--- config.mk ---
export PLATFORM = sky130hd
export DESIGN_NAME = mux_n_to_1_stream
export DESIGN_NICKNAME = d
export VERILOG_FILES = /design/src/rtl/mux_n_to_1_stream.sv
export SDC_FILE = /design/constraint.sdc
export NUM_CORES = 1
export LEC_CHECK = 0
export ABC_CLOCK_PERIOD_IN_PS = 7160
export BUFFER_PORTS_ARGS = -buffer_cell sky130_fd_sc_hd__buf_2
export CORE_MARGIN = 2
export CORE_UTILIZATION = 40
export DETAILED_ROUTE_END_ITERATION = 10
export PLACE_DENSITY = 0.95
export SYNTH_ARGS = -nofsm -noshare
export SYNTH_HDL_FRONTEND = slang
export SYNTH_SLANG_ARGS = --single-unit
--- constraint.sdc ---
create_clock -name i_clk -period 7.16 [get_ports i_clk]
set_input_delay 2.148 -clock i_clk [delete_from_list [all_inputs] [get_ports i_clk]]
set_output_delay 2.148 -clock i_clk [all_outputs]
set_load 0.01 [all_outputs]
--- src/rtl/mux_n_to_1_stream.sv ---
// N-to-1 stream multiplexer with a one-entry registered output stage.
// Define MUX_STREAM_RR_EN to enable the round-robin arbiter (i_mode=1); otherwise fixed select only.
module mux_n_to_1_stream #(
    parameter int BIT_WIDTH  = 16,
    parameter int NUM_INPUTS = 8,
    parameter int SEL_WIDTH  = 3
) (
    input  logic                            i_clk,
    input  logic                            i_rst_n,
    input  logic [NUM_INPUTS*BIT_WIDTH-1:0] i_A,
    input  logic [NUM_INPUTS-1:0]           i_valid,
    output logic [NUM_INPUTS-1:0]           o_ready,
    input  logic                            i_mode,
    input  logic [SEL_WIDTH-1:0]            i_sel,
    output logic [BIT_WIDTH-1:0]            o_B,
    output logic                            o_valid,
    input  logic                            i_ready,
    output logic [SEL_WIDTH-1:0]            o_src
);

    logic [BIT_WIDTH-1:0]  chan_data [NUM_INPUTS];
    logic [NUM_INPUTS-1:0] fixed_req;

    logic                  valid_reg, valid_next;
    logic [BIT_WIDTH-1:0]  b_reg, b_next;
    logic [SEL_WIDTH-1:0]  src_reg, src_next;

    logic                  slot_free;
    logic                  grant_any;
    logic [SEL_WIDTH-1:0]  grant_idx;

    logic                  rr_mode;
    logic                  rr_any;
    logic [SEL_WIDTH-1:0]  rr_idx;

    // Per-channel compare against i_sel means an out-of-range select simply matches nothing.
    generate
        for (genvar gi = 0; gi < NUM_INPUTS; gi++) begin : g_chan
            assign chan_data[gi] = i_A[gi*BIT_WIDTH +: BIT_WIDTH];
            assign fixed_req[gi] = i_valid[gi] && (i_sel == SEL_WIDTH'(gi));
        end
    endgenerate

    assign slot_free = !valid_reg || i_ready;

`ifdef MUX_STREAM_RR_EN
    localparam logic [SEL_WIDTH:0] NUM_IN_W = (SEL_WIDTH+1)'(NUM_INPUTS);

    logic [SEL_WIDTH-1:0] ptr_reg;

    assign rr_mode = i_mode;

    // Search ptr+1 upward with wrap; ptr itself is visited last.
    always_comb begin
        logic [SEL_WIDTH:0] cand;
        rr_any = 1'b0;
        rr_idx = '0;
        cand   = '0;
        for (int k = 1; k <= NUM_INPUTS; k++) begin
            cand = {1'b0, ptr_reg} + (SEL_WIDTH+1)'(k);
            if (cand >= NUM_IN_W) begin
                cand = cand - NUM_IN_W;
            end
            if (!rr_any && i_valid[cand[SEL_WIDTH-1:0]]) begin
                rr_any = 1'b1;
                rr_idx = cand[SEL_WIDTH-1:0];
            end
        end
    end

    always_ff @(posedge i_clk or negedge i_rst_n) begin
        if (!i_rst_n) begin
            ptr_reg <= SEL_WIDTH'(NUM_INPUTS - 1);
        end else if (rr_mode && grant_any) begin
            ptr_reg <= rr_idx;
        end
    end
`else
    logic unused_mode;

    assign unused_mode = i_mode;
    assign rr_mode     = 1'b0;
    assign rr_any      = 1'b0;
    assign rr_idx      = '0;
`endif

    always_comb begin
        grant_any = 1'b0;
        grant_idx = i_sel;
        if (rr_mode) begin
            grant_any = rr_any;
            grant_idx = rr_idx;
        end else begin
            grant_any = |fixed_req;
        end
        grant_any = grant_any && slot_free && i_rst_n;
    end

    generate
        for (genvar gi = 0; gi < NUM_INPUTS; gi++) begin : g_ready
            assign o_ready[gi] = grant_any && (grant_idx == SEL_WIDTH'(gi));
        end
    endgenerate

    // A grant always wins over draining so back-to-back words never bubble.
    always_comb begin
        valid_next = valid_reg;
        b_next     = b_reg;
        src_next   = src_reg;
        if (grant_any) begin
            valid_next = 1'b1;
            b_next     = chan_data[grant_idx];
            src_next   = grant_idx;
        end else if (i_ready) begin
            valid_next = 1'b0;
        end
    end

    always_ff @(posedge i_clk or negedge i_rst_n) begin
        if (!i_rst_n) begin
            valid_reg <= 1'b0;
            b_reg     <= '0;
            src_reg   <= '0;
        end else begin
            valid_reg <= valid_next;
            b_reg     <= b_next;
            src_reg   <= src_next;
        end
    end

    assign o_valid = valid_reg;
    assign o_B     = b_reg;
    assign o_src   = src_reg;

endmodule

After elaboration in Yosys (flattened, before gate mapping)
Cells that the tools add are included.

Latch bits: 0. Memories: 0. Output and inout port bits: 28. Bits in read-only memories: 0. Input bits: 143. Logic and storage cells: 40. Bits in registers: 20. Bits in writable memories: 0.

Magnitude comparators: 1. Divide/modulo/power cells: 0. Shift-type cells: 0. Reductions and logical operators: 23. Muxes and demuxes: 5. Multipliers: 0. Bitwise logic cells: 1. Add/subtract/negate cells: 0. Equal/unequal tests: 7.

Operator list (number): binary-select mux 16 bit (select 3 bit) (1); 2-to-1 mux 16 bit (2); logical AND 1 bit (18); equality test 3 bit (second input constant) (4); OR reduction 8 bit (1); equality test 3 x 2 -> 1 bit (second input constant) (2); >= comparator 4 bit (second input constant) (1); NOT 3 -> 4 bit (1); equality test 3 x 1 -> 1 bit (second input constant) (1); zero test 3 bit (1); 2-to-1 mux 1 bit (2); nonzero test 2 bit (1); zero test 1 bit (1); logical OR 1 bit (1).

Depth between registers and ports, before layout
Word-level depth: 6. Gate-level depth with buffers: 7. Depth with buffers taken out: 4.

Worst setup path after synthesis
Ideal clock, no wire load.

Path type: input port to output port. Start: input i_sel[2]. End: output o_ready[1]. Slack: 1.406 ns. Required time: 5.012 ns. Arrival time: 3.606 ns. Cell stages on the path: 7. Path through: clkbuf_1 -> nand2_1 -> o22ai_1 -> o311a_1 -> buf_2 -> buf_2 -> nor4bb_1.

Longest elaborated chain between the ends: 6. Elaborated cells between the ends (all ways): 20. Classes of those cells: eq/ne: 7; reduce/logical: 13.

Ends and longest elaborated chain: from (decl) (RTL line 14) `input logic [SEL_WIDTH-1:0] i_sel,`; equality test 3 x 1 -> 1 bit, or another cell as far along (RTL line 40, 101); logical AND 1 bit (RTL line 40) `assign fixed_req[gi] = i_valid[gi] && (i_sel == SEL_WIDTH'(gi));`; OR reduction 8 bit (RTL line 94) `grant_any = |fixed_req;`; logical AND 1 bit (2 in a row) (RTL line 96) `grant_any = grant_any && slot_free && i_rst_n;`; logical AND 1 bit * (RTL line 101) `assign o_ready[gi] = grant_any && (grant_idx == SEL_WIDTH'(gi));`; to (decl) (RTL line 12) `output logic [NUM_INPUTS-1:0] o_ready,`.

Every way passes the cells marked *; elsewhere a longest branch is shown, timed or not.

Worst setup path after layout
Start: input i_sel[0]. End: output o_ready[1].

Same word-level chain as after synthesis.

==> impl_table.tex <==
\begin{tabular}{lr}
\hline
Metric & Value \\
\hline
\multicolumn{2}{l}{\textbf{Run status}} \\
Run status & complete, no violations \\
\multicolumn{2}{l}{\textbf{CTS}} \\
Clock H-tree levels & 1 \\
Maximum buffer depth of the clock tree & 2 \\
Root buffer cell & sky130\_fd\_sc\_hd\_\_clkbuf\_8 \\
Clock-pin slew on the worst setup and hold paths & 0.07 ns \\
Insertion delay to the later sink of the worst-skew pair & between 0.2 and 0.3 ns \\
Number of buffers created by CTS & 3 \\
Count of hold-fix buffers inserted at cts & 0 \\
CTS sink cnt & 20 \\
TritonCTS clock tree & built \\
Post-CTS setup buffer count & 0 \\
Quantity of gates resized following cts & 0 \\
\multicolumn{2}{l}{\textbf{Route}} \\
Count of TritonRoute iterations in the first routing pass & 5 \\
Detailed-route wire length per cell & between 15 and 20 um \\
Count of vias placed by the detailed router & $\sim$1900 \\
Routed Wire Length & around 5.9 mm \\
Via density per instance & $\sim$5.3 \\
First-iteration detailed-routing DRC count & 37 \\
Number of nets with antenna violations after routing & 0 \\
\# DRC & 0 \\
\multicolumn{2}{l}{\textbf{Synthesis}} \\
Synth area leader & sky130\_fd\_sc\_hd\_\_dfrtp\_1 \\
Total of flip-flops plus latches after synthesis & 20 \\
Syn Nets & 268 \\
Syn Std Cell Area & approximately 2000 sq um \\
Count of cell types in the netlist & 28 \\
Most numerous cell types in the synthesized netlist & sky130\_fd\_sc\_hd\_\_mux2\_2, sky130\_fd\_sc\_hd\_\_dfrtp\_1, sky130\_fd\_sc\_hd\_\_mux4\_1, sky130\_fd\_sc\_hd\_\_mux4\_2 \\
Fraction of registers with async set or reset after synthesis & 100\% \\
Post-synthesis instance total & 125 \\
Ranking of synthesized cells by area & sky130\_fd\_sc\_hd\_\_dfrtp\_1, sky130\_fd\_sc\_hd\_\_mux4\_1, sky130\_fd\_sc\_hd\_\_mux4\_2 \\
Most used standard cell by instance count after synthesis & sky130\_fd\_sc\_hd\_\_mux2\_2 \\
Leading register cell type out of synthesis & sky130\_fd\_sc\_hd\_\_dfrtp\_1 \\
Syn Area/Cell & 15.9 sq um \\
Synth top area share & roughly a quarter \\
Share of synthesized area occupied by flip-flops and latches & 25.1\% \\
Count of flip-flops with a built-in enable after synthesis & 0 \\
Number of synthesis warnings & 0 \\
\multicolumn{2}{l}{\textbf{Flow run}} \\
Total of max-cap violations & 0 \\
\multicolumn{2}{l}{\textbf{Timing}} \\
Clock tree skew after final layout & $\sim$0.0042 ns \\
Worst-Margin Slew & approximately 0.74 ns \\
Final critical-path required period & between 6 and 7 ns \\
Final worst path period share & 88.3\% \\
RSZ-0062 raised after global routing & no \\
Final Setup Violations & 0 \\
FMAX & 158 MHz \\
Endpoints failing hold & 0 \\
Worst slew slack as a fraction of its limit & about half \\
Number of pins with negative max-slew slack in the final report & 0 \\
Setup ws final & between 0.8 and 0.9 ns \\
Aggregate negative setup slack & 0 ns \\
\multicolumn{2}{l}{\textbf{Place}} \\
Placer's final routability congestion estimate & between 0.8 and 0.9 \\
Detail Placement HPWL & between 4 and 5 mm \\
Quantity of I/O buffers inserted on ports & roughly 170 \\
Worst slack at placement & 0.797 ns \\
\multicolumn{2}{l}{\textbf{Global routing}} \\
Total congestion overflow after global routing & 0 \\
Maximum number of pins on one net before global-route repair & 27 \\
Global-route usage over all layers & 20.7\% \\
Wire length of the first global-routing pass & roughly 9 mm \\
Initial antenna violation count & 0 \\
Number of global-route vias before repair & approximately 2000 \\
\multicolumn{2}{l}{\textbf{Floorplan}} \\
Area inside the core boundary & 4750 sq um \\
Die area & approximately 5600 sq um \\
Die width & around 75 um \\
Initial core utilization & a little over two fifths \\
Die H & approximately 75 um \\
Top-level I/O count & around 170 \\
Number of rows in the core area & 25 \\
\multicolumn{2}{l}{\textbf{Hold path}} \\
Worst min-delay path category & flop to flop \\
Hold\_sp & o\_src[1]\$\_DFFE\_PN0P\_ \\
\multicolumn{2}{l}{\textbf{Power and ir drop}} \\
Pwr per Cell Area & roughly 160 nW/um\^{}2 \\
Leakage power of the design & about 1.5 nW \\
Max rail drop VDD & about 0.10 mV \\
\multicolumn{2}{l}{\textbf{Setup path}} \\
Peak per-stage delay on the critical path & just under 0.7 ns \\
Buffer and inverter count on the worst path & 2 \\
Startpoint of the worst setup timing path & i\_sel[0] \\
Crit path capture type & output pin \\
Critical path startpoint category & input pin \\
Library cell appearing most often on the critical path & sky130\_fd\_sc\_hd\_\_buf\_2 \\
CP Max Fanout & 21 \\
Startpoint of the worst register-to-register path & o\_valid\$\_DFFE\_PN0P\_ \\
Worst path cell trace & buf\_2 -> mux2i\_1 -> nor3b\_1 -> o311a\_1 -> nor4bb\_1 -> buf\_2 \\
Critical path type & input pin to output pin \\
Required time of the critical path & 5.01 ns \\
Crit-path slowest cell & sky130\_fd\_sc\_hd\_\_o311a\_1 \\
Cell family contributing the most delay on the critical path & compound AO/OA/AOI/OAI gates \\
Data arrival time of the worst path & $\sim$4.2 ns \\
\multicolumn{2}{l}{\textbf{Layout}} \\
Antenna diodes & 0 \\
Net total in the final layout & 430 \\
Syn-to-layout area delta & 44.4\% \\
Proportion of layout cells with a drive suffix above 1 & 78.7\% \\
Number of filler instances in the final layout & $\sim$400 \\
\hline
\end{tabular}
-- worst reg2reg max path: cells and delay by family, from the launching register on --
family / cells / cell delay, ns
AOI/OAI and AO/OA: 1 / 0.65
DFF: 1 / 0.39
buffers and inverters: 1 / 0.35
and+or+nand+nor: 1 / 0.08
muxes: 1 / 0.36
-- area by class of cell --
| class | instances | area, sq um | share of cell area (%) |
|---|---|---|---|
| clock buffers | 4 | 55.1 | 1.92 |
| inverters | 1 | 3.75 | 0.131 |
| multi-input cells | 88 | 1360 | 47.1 |
| flip-flops and latches | 20 | 500 | 17.4 |
| well taps | 67 | 83.8 | 2.92 |
| repair buffers | 173 | 876 | 30.5 |
-- cells by family (layout without fill, tap and decap cells) --
family | after synthesis | in the layout | synth area share (%)
AOI/OAI and AO/OA | 3 | 3 | 1.19
and+or+nand+nor | 14 | 14 | 5.09
DFF | 20 | 20 | 25.1
muxes | 71 | 71 | 61.8
buffers and inverters | 17 | 178 | 6.79
-- cell usage in the layout, fill, tap and decap left out --
cell type	instances
sky130_fd_sc_hd__dfrtp_1	20
sky130_fd_sc_hd__mux2i_1	4
sky130_fd_sc_hd__o22ai_1	1
sky130_fd_sc_hd__and4b_1	2
sky130_fd_sc_hd__o311a_1	1
sky130_fd_sc_hd__nand2b_1	2
sky130_fd_sc_hd__clkbuf_8	4
sky130_fd_sc_hd__nor2_1	1
sky130_fd_sc_hd__mux2_4	4
sky130_fd_sc_hd__buf_2	169
sky130_fd_sc_hd__and4_1	1
sky130_fd_sc_hd__mux2_1	3
sky130_fd_sc_hd__mux4_2	16
sky130_fd_sc_hd__o21bai_1	1
sky130_fd_sc_hd__buf_4	4
sky130_fd_sc_hd__nand2_1	1
sky130_fd_sc_hd__and3_1	1
sky130_fd_sc_hd__mux4_1	16
sky130_fd_sc_hd__nor3_1	1
sky130_fd_sc_hd__and3b_1	1
sky130_fd_sc_hd__nor3b_1	3
sky130_fd_sc_hd__inv_1	1
sky130_fd_sc_hd__nor4bb_1	1
sky130_fd_sc_hd__mux2_2	28
-- worst paths after layout --
path / endpoint / slack (ns) / cells after the start
worst min-delay path: o_src[1]$_DFFE_PN0P_ / 0.49 / 1
min in group asynchronous: o_B[6]$_DFFE_PN0P_ / 1.91 / 2
max in group asynchronous: o_B[12]$_DFFE_PN0P_ / 5.02 / 2
worst min register to register: o_src[1]$_DFFE_PN0P_ / 0.49 / 1
worst max-delay path: o_ready[1] / 0.84 / 6
worst max register to register: o_B[4]$_DFFE_PN0P_ / 5.22 / 4
-- state kept, by name, indices dropped and copies added (netlist names) --
signal	flops
o_src	3
o_B	16
o_valid	1
-- metal layers --
metal,vias up,global-route usage (%),wire length (um)
li1,855,-,-
met1,914,23.2,2260
met2,94,39.9,3250
met3,6,4.47,376
met4,0,4.56,47
met5,-,0,0
-- power breakdown --
| group | internal (W) | switching, W |
|---|---|---|
| clock network | 0.0000489 | 0.0000365 |
| registers | 0.000151 | 0.0000192 |
| logic | 0.000126 | 0.0000842 |
| total | 0.000326 | 0.000140 |
-- stage by stage --
stage          hold slack, ns  total power (W)  instances  utilization (%)  area, sq um
2_1_floorplan           0.529         0.000293        125                -         1990
3_3_place_gp            0.464         0.000375        349             59.3         2820
3_5_place_dp            0.478         0.000384        349             59.3         2820
4_1_cts                 0.496         0.000472        353             60.4         2870
5_1_grt                 0.516         0.000495        353             60.4         2870
6_report                0.492         0.000466        353             60.4         2870
(Power assumes the default switching activity.)
